### config.mk
export PLATFORM = sky130hd
export DESIGN_NAME = audio_sample_arbiter
export DESIGN_NICKNAME = d
export VERILOG_FILES = /design/src/rtl/audio_pkg.sv /design/src/rtl/audio_sample_arbiter_rr.sv /design/src/rtl/audio_sample_arbiter.sv
export SDC_FILE = /design/constraint.sdc
export NUM_CORES = 1
export LEC_CHECK = 0
export CAP_MARGIN = 15
export CORE_UTILIZATION = 45
export DETAILED_ROUTE_END_ITERATION = 8
export HOLD_SLACK_MARGIN = 0.05
export PLACE_DENSITY_LB_ADDON = 0.08
export SYNTH_ARGS = -nofsm -noshare
export SYNTH_HDL_FRONTEND = slang
export SYNTH_SLANG_ARGS = --single-unit
### constraint.sdc
create_clock -name CLOCK_50 -period 3.85 [get_ports CLOCK_50]
set_input_delay 1.155 -clock CLOCK_50 [delete_from_list [all_inputs] [get_ports CLOCK_50]]
set_output_delay 1.155 -clock CLOCK_50 [all_outputs]
set_load 0.01 [all_outputs]
### src/rtl/audio_pkg.sv
// Shared types, constants and the round-robin pick helper for the audio sample arbiter.
package audio_pkg;

  typedef enum logic {IDLE, PLAY} arb_state_t;

  localparam int SAMPLE_W = 16;
  localparam int MAX_REQ  = 8;

  // One-hot pick of the first eligible index searching upward from last+1 (mod n).
  // Scanning from the farthest offset down lets the nearest hit overwrite earlier ones.
  function automatic logic [MAX_REQ-1:0] rr_pick(
    input logic [MAX_REQ-1:0] eligible,
    input logic [2:0]         last,
    input int                 n
  );
    logic [MAX_REQ-1:0] pick;
    int                 idx;
    pick = '0;
    for (int k = MAX_REQ; k >= 1; k--) begin
      if (k <= n) begin
        idx = (int'(last) + k) % n;
        if (eligible[idx[2:0]]) begin
          pick = '0;
          pick[idx[2:0]] = 1'b1;
        end
      end
    end
    return pick;
  endfunction

endpackage

### src/rtl/audio_sample_arbiter_rr.sv
// Pure combinational round-robin selector; widens its inputs to the package helper's fixed size.
module rr_arbiter
  import audio_pkg::*;
#(
  parameter int NUM_REQ = 4,
  parameter int IDX_W   = $clog2(NUM_REQ)
) (
  input  logic [NUM_REQ-1:0] eligible,
  input  logic [IDX_W-1:0]   last,
  output logic [NUM_REQ-1:0] pick,
  output logic [IDX_W-1:0]   pick_idx,
  output logic               any
);

  logic [MAX_REQ-1:0] elig_wide;
  logic [MAX_REQ-1:0] pick_wide;
  logic [2:0]         last_wide;

  always_comb begin
    elig_wide                = '0;
    last_wide                = '0;
    elig_wide[NUM_REQ-1:0]   = eligible;
    last_wide[IDX_W-1:0]     = last;
    pick_wide                = rr_pick(elig_wide, last_wide, NUM_REQ);
  end

  assign pick = pick_wide[NUM_REQ-1:0];
  assign any  = |pick_wide;

  always_comb begin
    pick_idx = '0;
    for (int i = 0; i < NUM_REQ; i++) begin
      if (pick[i]) pick_idx = IDX_W'(i);
    end
  end

endmodule

### src/rtl/audio_sample_arbiter.sv
// Round-robin owner of the DAC sample path, paced by the serializer's per-frame ACK.
// Optional per-source attenuation is enabled with `define AUDIO_ARB_VOLUME_EN.
module audio_sample_arbiter
  import audio_pkg::*;
#(
  parameter int NUM_REQ    = 4,
  parameter int MAX_FRAMES = 48000,
  parameter int CNT_W      = $clog2(MAX_FRAMES+1)
) (
  input  logic                         CLOCK_50,
  input  logic                         reset,
  input  logic [NUM_REQ-1:0]           req,
  input  logic [SAMPLE_W*NUM_REQ-1:0]  sample_data,
`ifdef AUDIO_ARB_VOLUME_EN
  input  logic [2*NUM_REQ-1:0]         vol,
`endif
  output logic [NUM_REQ-1:0]           sample_pop,
  output logic [NUM_REQ-1:0]           grant,
  input  logic                         DACDATA_ACK,
  output logic [SAMPLE_W-1:0]          DACDATA,
  output logic                         busy,
  output logic                         timeout_err
);

  localparam int IDX_W = $clog2(NUM_REQ);

  arb_state_t           state_q, state_d;
  logic [NUM_REQ-1:0]   grant_q, grant_d;
  logic [NUM_REQ-1:0]   mask_q, mask_d;
  logic [NUM_REQ-1:0]   pop_q, pop_d;
  logic [IDX_W-1:0]     last_q, last_d;
  logic [CNT_W-1:0]     frame_cnt_q, frame_cnt_d;
  logic [SAMPLE_W-1:0]  dac_q, dac_d;
  logic                 timeout_q, timeout_d;

  logic [NUM_REQ-1:0]   pick;
  logic [IDX_W-1:0]     pick_idx;
  logic                 pick_any;

  logic [SAMPLE_W-1:0]        samples [NUM_REQ];
  logic signed [SAMPLE_W-1:0] cur_sample;
  logic [SAMPLE_W-1:0]        loaded;

  for (genvar gi = 0; gi < NUM_REQ; gi++) begin : g_split
    assign samples[gi] = sample_data[SAMPLE_W*gi +: SAMPLE_W];
  end

`ifdef AUDIO_ARB_VOLUME_EN
  logic [1:0] vols [NUM_REQ];
  for (genvar gi = 0; gi < NUM_REQ; gi++) begin : g_vol
    assign vols[gi] = vol[2*gi +: 2];
  end
`endif

  rr_arbiter #(
    .NUM_REQ (NUM_REQ),
    .IDX_W   (IDX_W)
  ) u_rr (
    .eligible (req & ~mask_q),
    .last     (last_q),
    .pick     (pick),
    .pick_idx (pick_idx),
    .any      (pick_any)
  );

  // last_q always names the current owner while in PLAY, so it doubles as the data mux select.
  always_comb begin
    cur_sample = samples[last_q];
`ifdef AUDIO_ARB_VOLUME_EN
    loaded = $unsigned(cur_sample >>> vols[last_q]);
`else
    loaded = $unsigned(cur_sample);
`endif
  end

  always_comb begin
    state_d     = state_q;
    grant_d     = grant_q;
    last_d      = last_q;
    frame_cnt_d = frame_cnt_q;
    mask_d      = mask_q & req;
    dac_d       = dac_q;
    pop_d       = '0;
    timeout_d   = 1'b0;
    case (state_q)
      IDLE: begin
        if (DACDATA_ACK) dac_d = '0;
        if (pick_any) begin
          grant_d     = pick;
          last_d      = pick_idx;
          frame_cnt_d = '0;
          state_d     = PLAY;
        end
      end
      PLAY: begin
        if (!req[last_q]) begin
          if (DACDATA_ACK) dac_d = '0;
          grant_d = '0;
          state_d = IDLE;
        end else if (DACDATA_ACK) begin
          if (frame_cnt_q == CNT_W'(MAX_FRAMES-1)) begin
            dac_d          = '0;
            timeout_d      = 1'b1;
            mask_d[last_q] = 1'b1;
            grant_d        = '0;
            state_d        = IDLE;
          end else begin
            dac_d         = loaded;
            pop_d[last_q] = 1'b1;
            frame_cnt_d   = frame_cnt_q + CNT_W'(1);
          end
        end
      end
      default: state_d = IDLE;
    endcase
  end

  always_ff @(posedge CLOCK_50) begin
    if (reset) begin
      state_q     <= IDLE;
      grant_q     <= '0;
      mask_q      <= '0;
      pop_q       <= '0;
      last_q      <= IDX_W'(NUM_REQ-1);
      frame_cnt_q <= '0;
      dac_q       <= '0;
      timeout_q   <= 1'b0;
    end else begin
      state_q     <= state_d;
      grant_q     <= grant_d;
      mask_q      <= mask_d;
      pop_q       <= pop_d;
      last_q      <= last_d;
      frame_cnt_q <= frame_cnt_d;
      dac_q       <= dac_d;
      timeout_q   <= timeout_d;
    end
  end

  assign grant       = grant_q;
  assign sample_pop  = pop_q;
  assign DACDATA     = dac_q;
  assign busy        = (state_q == PLAY);
  assign timeout_err = timeout_q;

endmodule

==> results by group <==
Yosys
  – Fraction of registers with async set/reset: 0%
  – Mapped cell area: 0.00267 sq mm
  – Synth Instances: 267
  – Post-synth top cells: 48 x dfxtp_1, 26 x nor2_1, 23 x nand3_1
  – EDFF count, synth: 0
  – Synth area leaders: dfxtp_1 36%, mux4_2 18%, a22o_1 4.6%
  – Post-synth cell types: 45
  – Syn. warnings: 0
  – Synth area leader: dfxtp_1
  – Share of Yosys cell area claimed by the top area cell type: 36.0%
  – Seq/Total Area, Yosys: 36.0%
  – Top FF cell, synth: dfxtp_1
  – Yosys reg bits: 48
  – Top-count cell post-synth: dfxtp_1
  – Syn Area/Cell: 9.99 sq um
  – Synth Net Count: 343

Drt
  – Vias per cell: 5.74
  – Total Wirelength: 6.94 mm
  – Post-route DRC violation count: 0
  – WL/cell: 15.7 microns
  – Routed Antenna Nets: 0
  – DR vias: 2537
  – Initial DRC Count: 192
  – DR pass1 iterations: 4

Cells and area
  – Final net count: 445
  – Non-filler cells, final: 442
  – Area grow syn2layout: 44.6%
  – Share of cells above drive strength 1: 12.7%
  – Fillers: 463
  – Antenna cells: 0

Clocking
  – TritonCTS clock tree: yes
  – Clock buffer depth: 2
  – CTS hold repair buffers: 0
  – CTS Root Cell: clkbuf_8
  – CTS clk-pin slew, worst paths: 90 ps
  – Post-CTS Setup Repair Bufs: 0
  – Clock latency on the worst-skew pair: 300 ps
  – # H-tree levels: 2
  – Post-cts resize count: 0
  – Clock sink count: 48
  – TritonCTS Buffers: 5

Floorplan
  – Io pins: 97
  – Row Count: 27
  – Core area: 0.00561 sq mm
  – Initial Util: 47.5%
  – Vert. Die Dim: 79.0 microns
  – DIE WIDTH: 79.0 microns
  – Die ar.: 0.00624 sq mm

Worst setup path
  – CP max FO: 10
  – CP max stage delay: 580 ps
  – Worst R2R Setup Slack: 770 ps
  – FF-to-FF End: grant[1]
  – Critical Path End Type: register
  – CP Launch Type: input pin
  – CP required: 4060 ps
  – Crit Path Category: input pin to register
  – Critical-path top delay cell: mux4_2
  – CP Cell Sequence: clkdlybuf4s50_1, nor2b_1, mux4_2, a211oi_1, a221o_1, nor4b_2, buf_4, nand2_1, a211oi_1
  – Crit path DAT: 3870 ps
  – R2r worst-path depth: 10
  – Reg-to-reg critical path startpoint: last_q[1]
  – CP most frequent cell: a211oi_1

Timing
  – Fin crit period: 3660 ps
  – Fin worst setup slack: 190 ps
  – # setup viols final: 0
  – Fin crit share: 95.1%
  – Worst rel slew slack: 40.9%
  – Peak Freq: 273 MHz
  – Max Transition Viols Final: 0
  – Clock Skew: 7.84 ps
  – Worst-Margin Slew: 883 ps
  – Unrepaired setup endpoints after global routing: false
  – Final hold violations: 0
  – Setup TNS: 0 ps

Hold path
  – HP Class: register to register
  – Worst hold endpoint: DACDATA[14]
  – WHS Path Cells: 1
  – Hold_sp: DACDATA[14]

Placement
  – Routability cong.: 0.851
  – Cells after DPL: 434
  – Post-detail-place hpwl: 5.35 mm
  – Post-placement setup slack: 7.58 ps
  – IO Port Bufs: 96

Global route
  – Number of global-route vias before repair: 2444
  – Grt ovf: 0
  – Initial antenna violation count: 0
  – Largest net degree at the start of global routing: 23
  – Total GRT Usage: 23.3%
  – First-pass GRT wire length: 11.3 mm

Pwr
  – Leakage Power: 0.00139 uW
  – Worst VDD drop: 0.301 mV
  – Power Dens Cells: 485 mW/mm^2

Status
  – Status: complete, no violations

Job
  – Max cap viols: 0
-- report_power, final --
part / switching [uW] / internal [uW] / leakage [uW]
Sequential: 41.3 / 546 / 0.000388
Combinational: 444 / 483 / 0.000944
Clock: 163 / 193 / 0.0000552
Total: 649 / 1220 / 0.00139
-- sequential cells by signal, summed over array words and instances (netlist names) --
| signal | flops |
|---|---|
| grant | 4 |
| last_q | 2 |
| DACDATA | 16 |
| sample_pop | 4 |
| mask_q | 4 |
| busy | 1 |
| frame_cnt_q | 16 |
| timeout_err | 1 |
-- stage by stage --
step	total power, uW	hold slack, ps	util, %	instance area (sq um)
final	1870	488	68.8	3860
after global routing	1980	506	68.8	3860
after CTS	1880	489	68.8	3860
after detailed placement	1520	464	66.8	3750
after global placement	1500	461	66.8	3750
after floorplan	1200	432	-	2670
-- worst max path at each step --
stage                     startpoint   endpoint  slack [ps]
final                         req[1]   grant[1]         190
after global routing          req[1]   grant[1]          90
after CTS                     req[1]   grant[1]         220
after detailed placement      req[1]   grant[1]           8
after global placement        req[2]   grant[1]         180
after floorplan               req[2]  last_q[1]         620
-- cell families (layout without fill, tap and decap cells) --
group           count (synthesis)  in the layout  synth area share (%)
compound gates                 55             55                  15.5
xor+xnor                        5              5                  1.64
fa+ha+maj                       5              5                  2.35
buf+inv                        23            126                  3.61
flops                          48             48                  36.0
mux                            25             25                  19.8
simple gates                  106            106                  21.0
-- critical path, delay by kind of cell --
family	cells	cell delay (ps)
buf+inv	2	700
mux	1	580
simple gates	3	610
compound gates	3	820
-- layout make-up --
| cell class | instances | area [sq um] | area share, % |
|---|---|---|---|
| sequential | 48 | 961 | 24.9 |
| inverter | 10 | 37.5 | 0.973 |
| tap | 72 | 90.1 | 2.34 |
| clock buffer | 6 | 72.6 | 1.88 |
| clock inverter | 2 | 35.0 | 0.909 |
| timing repair buffer | 108 | 1050 | 27.3 |
| multi-input combinational | 196 | 1610 | 41.7 |
-- layout by cell type, fill, tap and decap left out, types with 4 or more instances in the layout --
cell | Yosys | final
nor3_1 | 8 | 8
nand3_1 | 23 | 23
inv_1 | 9 | 9
nand2b_1 | 5 | 5
nor2b_1 | 7 | 7
a211oi_1 | 7 | 7
nor2_1 | 26 | 26
a21oi_1 | 14 | 14
a22o_1 | 14 | 14
mux4_2 | 21 | 21
ha_1 | 5 | 5
clkdlybuf4s50_1 | 0 | 96
clkbuf_8 | 0 | 5
nand2_1 | 12 | 12
nor4_1 | 6 | 6
a22oi_1 | 6 | 6
dfxtp_1 | 48 | 48
a31oi_1 | 4 | 4
buf_4 | 0 | 12
-- layer usage --
metal	GRT usage [%]	part of all wire (%)
met5	0	0
met4	7.64	1.1
met3	5.40	7.1
met2	39.0	49
met1	29.5	43
Note: power is estimated with default switching activity, not from simulation.
